===== src/rtl/systolic_pkg.sv =====
// Shared definitions for the systolic GEMM engine: controller state encoding
// and the fixed end-to-end latency of the array.
package systolic_pkg;

   typedef enum logic [1:0] {
      IDLE  = 2'd0,
      LOAD  = 2'd1,
      RUN   = 2'd2,
      DRAIN = 2'd3
   } state_t;

   // Activation skew (rows) plus array traversal and deskew (columns).
   function automatic int calc_lat(input int rows, input int cols);
      return rows + cols;
   endfunction

endpackage


===== src/rtl/sa_mac_pe.sv =====
// One processing element of the weight-stationary array: holds a weight,
// forwards the activation one column right and the partial sum one row down.
module sa_mac_pe #(
   parameter int DW = 8,
   parameter int AW = 20
) (
   input  logic          clk,
   input  logic          rst,
   input  logic          i_w_load,
   input  logic [DW-1:0] i_w_data,
   input  logic [DW-1:0] i_act,
   input  logic [AW-1:0] i_sum,
   output logic [DW-1:0] o_act,
   output logic [AW-1:0] o_sum
);

   logic [DW-1:0] r_w;
   logic [DW-1:0] r_act;
   logic [AW-1:0] r_sum;
   logic [AW-1:0] w_act_x;
   logic [AW-1:0] w_w_x;
   logic [AW-1:0] w_prod;

   // Both operands sign-extended to AW; the low AW bits of the product are
   // the signed product, wrapping modulo 2^AW like the accumulation.
   assign w_act_x = {{(AW-DW){i_act[DW-1]}}, i_act};
   assign w_w_x   = {{(AW-DW){r_w[DW-1]}}, r_w};
   assign w_prod  = w_act_x * w_w_x;

   // Weight capture on load enable; activation and partial sum advance every cycle.
   always_ff @(posedge clk) begin
      if (rst) begin
         r_w   <= '0;
         r_act <= '0;
         r_sum <= '0;
      end else begin
         if (i_w_load) r_w <= i_w_data;
         r_act <= i_act;
         r_sum <= i_sum + w_prod;
      end
   end

   assign o_act = r_act;
   assign o_sum = r_sum;

endmodule


===== src/rtl/systolic_gemm_engine.sv =====
// Weight-stationary systolic GEMM engine: ROWS weight rows are loaded, then
// each activation vector a yields out[c] = sum_r a[r]*W[r][c] after a fixed
// ROWS+COLS cycles.
// Optional feature macro: SYSTOLIC_RELU_EN clamps negative output lanes to 0.
//
// Handshakes: a beat on w_* or a_* transfers on a rising edge where its valid
// and ready are both high; ready never depends on valid in the same cycle, and
// at most one of w_ready/a_ready is high (decided by controller state alone).
module systolic_gemm_engine
   import systolic_pkg::*;
#(
   parameter int ROWS = 4,
   parameter int COLS = 4,
   parameter int DW   = 8,
   parameter int AW   = 20
) (
   input  logic                 clk,
   input  logic                 rst,
   input  logic                 w_valid,
   output logic                 w_ready,
   input  logic [COLS*DW-1:0]   w_data,
   input  logic                 a_valid,
   output logic                 a_ready,
   input  logic                 a_last,
   input  logic [ROWS*DW-1:0]   a_data,
   output logic                 out_valid,
   output logic [COLS*AW-1:0]   out_data,
   output logic                 busy
);

   localparam int LAT = calc_lat(ROWS, COLS);
   localparam int RW  = (ROWS > 1) ? $clog2(ROWS) : 1;
   localparam int CW  = $clog2(LAT + 1);

   state_t          r_state;
   logic [RW-1:0]   r_row;
   logic [CW-1:0]   r_cnt;
   logic            r_w_ready;
   logic            r_a_ready;
   logic            r_busy;
   logic [LAT-1:0]  r_vld;

   logic            w_w_fire;
   logic            w_a_fire;
   logic [ROWS-1:0] w_row_ld;
   logic [DW-1:0]   w_act [ROWS][COLS];
   logic [AW-1:0]   w_sum [ROWS+1][COLS];
   logic [AW-1:0]   w_col [COLS];

   assign w_w_fire = w_valid && r_w_ready;
   assign w_a_fire = a_valid && r_a_ready;

   // Controller: weight load, streaming, drain; readies and busy are registered.
   always_ff @(posedge clk) begin
      if (rst) begin
         r_state   <= IDLE;
         r_row     <= '0;
         r_cnt     <= '0;
         r_w_ready <= 1'b1;
         r_a_ready <= 1'b0;
         r_busy    <= 1'b0;
      end else begin
         case (r_state)
            IDLE: begin
               if (w_w_fire) begin
                  r_busy <= 1'b1;
                  if (ROWS == 1) begin
                     r_state   <= RUN;
                     r_w_ready <= 1'b0;
                     r_a_ready <= 1'b1;
                  end else begin
                     r_state <= LOAD;
                     r_row   <= RW'(1);
                  end
               end
            end
            LOAD: begin
               if (w_w_fire) begin
                  if (r_row == RW'(ROWS-1)) begin
                     r_state   <= RUN;
                     r_row     <= '0;
                     r_w_ready <= 1'b0;
                     r_a_ready <= 1'b1;
                  end else begin
                     r_row <= r_row + RW'(1);
                  end
               end
            end
            RUN: begin
               if (w_a_fire && a_last) begin
                  r_state   <= DRAIN;
                  r_a_ready <= 1'b0;
                  r_cnt     <= '0;
               end
            end
            DRAIN: begin
               if (r_cnt == CW'(LAT-1)) begin
                  r_state   <= IDLE;
                  r_w_ready <= 1'b1;
                  r_busy    <= 1'b0;
                  r_cnt     <= '0;
               end else begin
                  r_cnt <= r_cnt + CW'(1);
               end
            end
            default: begin
               r_state   <= IDLE;
               r_w_ready <= 1'b1;
               r_a_ready <= 1'b0;
               r_busy    <= 1'b0;
            end
         endcase
      end
   end

   // Valid bit shadows each accepted vector through the LAT-cycle datapath.
   always_ff @(posedge clk) begin
      if (rst) r_vld <= '0;
      else     r_vld <= {r_vld[LAT-2:0], w_a_fire};
   end

   for (genvar r = 0; r < ROWS; r++) begin : g_row
      assign w_row_ld[r] = w_w_fire && (r_row == RW'(r));
   end

   // Activation skew: lane r sees r extra register stages after the input stage.
   for (genvar r = 0; r < ROWS; r++) begin : g_skew
      logic [DW-1:0] r_sk [r+1];
      // Input capture (bubbles enter as zero) followed by the skew shift chain.
      always_ff @(posedge clk) begin
         if (rst) begin
            for (int i = 0; i <= r; i++) r_sk[i] <= '0;
         end else begin
            r_sk[0] <= w_a_fire ? a_data[r*DW +: DW] : '0;
            for (int i = 1; i <= r; i++) r_sk[i] <= r_sk[i-1];
         end
      end
      assign w_act[r][0] = r_sk[r];
   end

   for (genvar c = 0; c < COLS; c++) begin : g_top
      assign w_sum[0][c] = '0;
   end

   for (genvar r = 0; r < ROWS; r++) begin : g_pe_r
      for (genvar c = 0; c < COLS; c++) begin : g_pe_c
         logic [DW-1:0] w_act_right;
         sa_mac_pe #(.DW(DW), .AW(AW)) u_pe (
            .clk      (clk),
            .rst      (rst),
            .i_w_load (w_row_ld[r]),
            .i_w_data (w_data[c*DW +: DW]),
            .i_act    (w_act[r][c]),
            .i_sum    (w_sum[r][c]),
            .o_act    (w_act_right),
            .o_sum    (w_sum[r+1][c])
         );
         if (c < COLS-1) begin : g_link
            assign w_act[r][c+1] = w_act_right;
         end else begin : g_edge
            logic [DW-1:0] w_act_unused;
            assign w_act_unused = w_act_right;
         end
      end
   end

   // Output deskew: column c waits COLS-1-c cycles so all lanes align.
   for (genvar c = 0; c < COLS; c++) begin : g_dsk
      localparam int D = COLS - 1 - c;
      if (D == 0) begin : g_direct
         assign w_col[c] = w_sum[ROWS][c];
      end else begin : g_delay
         logic [AW-1:0] r_dk [D];
         // Deskew shift chain for this column.
         always_ff @(posedge clk) begin
            if (rst) begin
               for (int i = 0; i < D; i++) r_dk[i] <= '0;
            end else begin
               r_dk[0] <= w_sum[ROWS][c];
               for (int i = 1; i < D; i++) r_dk[i] <= r_dk[i-1];
            end
         end
         assign w_col[c] = r_dk[D-1];
      end
`ifdef SYSTOLIC_RELU_EN
      assign out_data[c*AW +: AW] = w_col[c][AW-1] ? '0 : w_col[c];
`else
      assign out_data[c*AW +: AW] = w_col[c];
`endif
   end

   assign w_ready   = r_w_ready;
   assign a_ready   = r_a_ready;
   assign busy      = r_busy;
   assign out_valid = r_vld[LAT-1];

endmodule


===== config.mk =====
export PLATFORM = sky130hd
export DESIGN_NAME = systolic_gemm_engine
export DESIGN_NICKNAME = d
export VERILOG_FILES = /design/src/rtl/systolic_pkg.sv /design/src/rtl/sa_mac_pe.sv /design/src/rtl/systolic_gemm_engine.sv
export SDC_FILE = /design/constraint.sdc
export NUM_CORES = 2
export LEC_CHECK = 0
export CAP_MARGIN = 10
export CORE_AREA = 2 2 424 426
export DETAILED_ROUTE_END_ITERATION = 6
export DIE_AREA = 0 0 426 428
export GPL_TIMING_DRIVEN = 0
export PLACE_DENSITY = 0.6
export SKIP_CTS_REPAIR_TIMING = 1
export SYNTH_ARGS = -nofsm -noshare
export SYNTH_HDL_FRONTEND = slang
export SYNTH_SLANG_ARGS = --single-unit

===== constraint.sdc =====
create_clock -name clk -period 8.7 [get_ports clk]
set_clock_uncertainty 0.1 [all_clocks]
set_input_delay 1.74 -clock clk [delete_from_list [all_inputs] [get_ports clk]]
set_output_delay 1.74 -clock clk [all_outputs]
set_load 0.1 [all_outputs]

# After elaboration in Yosys (flattened, before gate mapping)
# Memories as Yosys holds them, arrays and structs flattened.
# Cells that the tools add are included.
word_totals:
  ff_bits: 563
  ramBits: 200
  input_bits: 69
  out_inout_bits: 84
  word_cells: 184
  mem_count: 7
mem_list:
  columns: ["name", "words", "word_bits", "rd", "rd_ports_with_merged_regs", "wr", "line_no", "text"]
  rows:
  - ["g_dsk[0].g_delay.r_dk", 3, 20, 3, 0, 3, "systolic_gemm_engine.sv:173", "logic [AW-1:0] r_dk [D];"]
  - ["g_dsk[1].g_delay.r_dk", 2, 20, 2, 0, 2, "systolic_gemm_engine.sv:173", null]
  - ["g_skew[3].r_sk", 4, 8, 4, 0, 4, "systolic_gemm_engine.sv:128", "logic [DW-1:0] r_sk [r+1];"]
  - ["g_skew[2].r_sk", 3, 8, 3, 0, 3, "systolic_gemm_engine.sv:128", null]
  - ["g_dsk[2].g_delay.r_dk", 1, 20, 1, 0, 1, "systolic_gemm_engine.sv:173", null]
  - ["g_skew[1].r_sk", 2, 8, 2, 0, 2, "systolic_gemm_engine.sv:128", null]
  - ["+1 memories", null, null, null, null, null, null, null]
classes:
  addsub: 14
  multipliers: 16
  n_eq_ne: 12
  mux: 48
  bitwise: 14
  n_reduce_logical: 22
ops:
  columns: ["op", "count"]
  rows:
  - ["$mul 8x8->16", 16]
  - ["$add 20x20->20", 12]
  - ["$mux 20", 6]
  - ["$mux 8", 14]
  - ["$reduce_or 20->1", 1]
  - ["$mux 2", 7]
  - ["$or 1x1->1", 14]
  - ["$mux 1", 13]
  - ["$ne 2x2->1 const B", 5]
  - ["$reduce_bool 2->1", 5]
  - ["$eq 2x2->1 const B", 4]
  - ["$mux 4", 2]
  - ["$pmux 2 s4", 1]
  - ["$pmux 4 s2", 1]
  - ["$reduce_and 4->1", 2]
  - ["$reduce_or 8->1", 1]
  - ["$logic_and 1x1->1", 7]
  - ["$pmux 1 s2", 3]
  - ["$reduce_and 3->1", 2]
  - ["$reduce_and 5->1", 1]
  - ["$add 4x1->4 const B", 1]
  - ["$eq 2x1->1 const B", 2]
  - ["$eq 4x3->1 const B", 1]
  - ["$logic_not 2->1", 2]
  - ["other kinds (3)", 3]

# Longest topological paths before layout
depth:
  word_depth: 4
  mapped_depth: 26

# Hierarchy
# From an unflattened synthesis, not the netlist that was laid out.
hier_totals:
  hier_cells: 8419
  hier_area_um2: 77810.9
by_module_without_submodules:
  columns: ["mod", "instances", "cells_per_inst", "area_each_um2", "seq_area_each_um2"]
  rows:
  - ["sa_mac_pe (g_pe_r[0].g_pe_c[0].u_pe ...)", 6, 495, 4494.3, 720.7]
  - ["sa_mac_pe (g_pe_r[1].g_pe_c[3].u_pe ...)", 4, 495, 4455.5, 720.7]
  - ["sa_mac_pe (g_pe_r[3].g_pe_c[0].u_pe ...)", 4, 477, 4367.9, 720.7]
  - ["systolic_gemm_engine", 1, 566, 6597.6, 4384.2]
  - ["sa_mac_pe (g_pe_r[2].g_pe_c[3].u_pe)", 1, 498, 4493.1, 720.7]
  - ["sa_mac_pe (g_pe_r[1].g_pe_c[2].u_pe)", 1, 497, 4460.5, 720.7]

# Worst setup path before layout
# OpenSTA, ideal clock, no wires.
synth_timing:
  path_type: "register to register"
  start: "memory g_skew[2].r_sk[2][7] (netlist: g_skew[2].r_sk[0][23])"
  end: "register g_pe_r[2].g_pe_c[0].u_pe.r_sum[19]"
  setup_ps: 72
  arrival_time_ps: 6011
  required_time_ps: 8528
  path_slack_ps: 2517
  stages_incl_launch_ff: 26
  cell_sequence: "dfxtp_1 > clkbuf_1 > and2_1 > fa_1 > inv_1 > fa_1 > inv_1 > fa_1 > inv_1 > fa_1 > inv_1 > ha_1 > a21oi_1 > o21bai_1 > a21oi_1 > o21ai_0 > or4b_2 > nand3_1 > ha_1 > a21o_1 > a31o_2 > or3_1 > and2_1 > a211o_1 > a21o_1 > mux2i_1"
synth_lines:
  columns: ["element", "line_no", "text"]
  rows:
  - ["start, declared", "systolic_gemm_engine.sv:128", null]
  - ["end signal, assigned", "sa_mac_pe.sv:39", "r_sum <= i_sum + w_prod;"]
  - ["end, declared", "sa_mac_pe.sv:19", "logic [AW-1:0] r_sum;"]

==> metrics.csv <==
stage,metric,value,unit
cts,CTS tree,built,
global_route,largest net degree at the start of global routing,16,
worst_setup_path,crit-path cells,clkbuf_1 -> and2_1 -> fa_1 -> inv_1 -> fa_1 -> inv_1 -> fa_1 -> inv_1 -> fa_1 -> inv_1 -> ha_1 -> o21ai_0 -> o21ai_0 -> nand4_1 -> a31oi_1 -> nor2_1 -> xnor2_1 -> ha_1 -> a211o_1 -> or3_1 -> and2_1 -> a211o_1 -> a21o_1 -> mux2i_1,
place,Post-DP HPWL,155,mm
place,placed cells,10252,
floorplanning,core area,178000,sq um
cts,worst skew pair latency,740,ps
floorplanning,Die H,428,microns
worst_setup_path,Setup crit start kind,flop,
detailed_routing,Post-DRT Antenna Nets,0,
global_route,antenna violations before repair,14,
logic_synthesis,"top cells by count, synth","inv_1 (1343), fa_1 (892), dfxtp_1 (747), and2_1 (713), ha_1 (710)",
pwr,Cell Pwr Density,113,nW/um^2
cts,CTS Root Cell,clkbuf_16,
cts,clk sinks,747,
place,dpl ws,1770,ps
detailed_routing,via count,51160,
worst_setup_path,CP endpoint,g_pe_r[2].g_pe_c[0].u_pe.o_sum[19],
worst_setup_path,worst r2r dst,g_pe_r[2].g_pe_c[0].u_pe.o_sum[19],
layout,area added between synthesis and finish,10.8,%
floorplanning,I/O pins,153,
logic_synthesis,Post-Syn Area per Cell,9.12,sq um
timing,Final Hold Fails,0,
cts,clock-pin transition on the worst setup and hold timing paths,60,ps
worst_setup_path,CP max-delay cell,xnor2_1,
pwr,Max VDD drop,0.129,mV
worst_setup_path,CP Launch Point,g_skew[2].r_sk[0][23],
flow_run,total of max-cap violations,0,
cts,H-tree depth,3,
floorplanning,die area,182000,sq um
logic_synthesis,part of the Yosys area used for sequential elements,21.2,%
detailed_routing,WL final,186,mm
min_path,Hold Path Cell Cnt,1,
timing,Max-slew headroom,13.2,%
floorplanning,row cnt,155,
logic_synthesis,Mapped Area,70600,sq um
layout,Layout Nets,9658,
floorplanning,Starting Density,39.8,%
timing,Tmin final,7020,ps
global_route,total grt overflow,0,
layout,share of layout cells above drive strength 1,3.41,%
detailed_routing,drt pass-1 iters,7,
worst_setup_path,CP Capture Type,flop,
floorplanning,die width,426,microns
global_route,GR Util All Layers,20.5,%
pwr,Lkg Pwr,37.5,nW
detailed_routing,vias per cell,4.91,
worst_setup_path,"critical path fanouts, max",9,
detailed_routing,DRT iter0 DRCs,2680,
logic_synthesis,Post-synth EDFFs,0,
worst_setup_path,"setup slack, reg-to-reg",1680,ps
min_path,worst min-delay path startpoint,r_vld[4],
cts,clock buffer count from CTS,88,
worst_setup_path,required time of the critical path,9230,ps
worst_setup_path,Worst R2R Start,g_skew[2].r_sk[0][23],
logic_synthesis,Post-Syn Nets,9413,
global_route,vias in the first global route,52096,
timing,Final Worst Setup Slack,1680,ps
logic_synthesis,Yosys cell types,76,
timing,setup TNS,0,ps
timing,worst hold slack,330,ps
min_path,Hold/Removal Path Class,reg2reg,
logic_synthesis,Mapped Cells,7742,
logic_synthesis,Yosys reg bits,747,
logic_synthesis,fraction of registers with async set/reset,0,%
detailed_routing,number of remaining DRC errors,0,
worst_setup_path,CP arrival,7550,ps
worst_setup_path,max incr delay on CP,840,ps
timing,RSZ-0062 raised after global routing,no,
worst_setup_path,CP Class,reg2reg,
logic_synthesis,Syn. warnings,0,
place,routability cong.,0.909,
global_route,first-pass GRT wire length,293,mm
logic_synthesis,most frequent cell after synthesis,inv_1,
worst_setup_path,number of buffers and inverters on the critical path,5,
cts,CTS Buffer Depth,3,
layout,final non-filler cell total,10422,
worst_setup_path,Worst R2R Path Depth,24,
logic_synthesis,leading area contributor after synthesis,fa_1,
logic_synthesis,Post-synth top flop,dfxtp_1,
layout,# fillers,17411,
timing,ratio of final minimum period to clock period,80.7,%
detailed_routing,WL per Instance,17.8,microns
logic_synthesis,synth top area cells,"fa_1 (25%), dfxtp_1 (21%), ha_1 (13%), inv_1 (7.1%), and2_1 (6.3%)",
worst_setup_path,Crit path max-delay family,adder cells,
timing,worst-margin pin slew,1300,ps
timing,fmax,0.142,GHz
layout,multi-input logic area,49700,sq um
layout,post-route core utilization,44.1,%
worst_setup_path,stages on the worst setup path,24,
timing,"Slew Viols, Final",0,
status,status,"finished, final reports clean",
timing,count of final setup violators,0,
layout,register area,15000,sq um
logic_synthesis,Synth top area share,25.3,%
place,Buffers on Ports,152,
## report_power, final
part           internal (mW)  switching, mW
clock network           2.24           1.67
logic                  0.432          0.796
registers               3.54          0.136
total                   6.21           2.60
## flip-flops by register name, summed over array words and instances (netlist names)
register and count:
a_ready 1, r_row 2, g_pe_r.g_pe_c.u_pe.o_sum 304, g_pe_r.g_pe_c.u_pe.r_w 128, g_dsk.g_delay.r_dk 120, busy 1, r_state 2, g_pe_r.g_pe_c.u_pe.o_act 96
r_vld 8, w_ready 1, r_cnt 4, g_skew.r_sk 80
## layer usage
| layer | wire (microns) | GRT usage [%] |
|---|---|---|
| met2 | 84400 | 33.1 |
| met5 | 0 | 0 |
| met1 | 84700 | 28.0 |
| met4 | 7030 | 7.73 |
| met3 | 9550 | 2.52 |
## layout by cell type (no fill, tap or decap), types with 64 or more instances in the layout
cell	n
ha_1	710
nor2b_1	432
clkbuf_16	88
nand2b_1	68
dfxtp_1	747
clkbuf_1	127
nand2_1	594
clkdlybuf4s50_1	152
o21a_1	88
fa_1	892
a21o_1	109
nor2_1	347
xor2_1	120
a211oi_1	64
nor3_1	88
xnor2_1	263
and2_1	713
o21ai_0	156
a21oi_1	338
inv_1	1343
## final cells by class
class                   count  area share, %
plain buffers             199           1.17
flip-flops and latches    747           19.1
repair buffers            155           2.00
diodes                      8         0.0256
clock buffers             105           3.05
well taps                2355           3.76
clock inverters            57          0.892
inverters                1343           6.44
multi-input cells        5453           63.6
## worst min-delay path by stage
stage                                         endpoint  slack [ps]
after floorplan            g_dsk[0].g_delay.r_dk[0][0]         310
after global placement    g_dsk[1].g_delay.r_dk[0][14]         320
after detailed placement         g_skew[2].r_sk[0][22]         320
after CTS                                     r_vld[5]         330
after global routing              g_skew[3].r_sk[2][0]         350
final                                         r_vld[5]         330
## per-stage QoR
step,instance area [sq um],total power [mW]
floorplan,70600,4.50
detailed placement,75200,4.97
CTS,78300,8.91
global placement,75100,4.94
global route,78300,9.17
finish,78300,8.81
## kinds of logic after synthesis
kind of cell,count (synthesis),share of synthesized area [%]
flip-flops,747,21.2
AND/OR/NAND/NOR,2438,18.1
multiplexers,38,0.599
XOR/XNOR,386,4.84
AO/OA/AOI/OAI,989,8.99
adder cells (fa/ha/maj),1602,37.9
buffers and inverters,1542,8.41
Note: power is estimated with default switching activity, not from simulation.
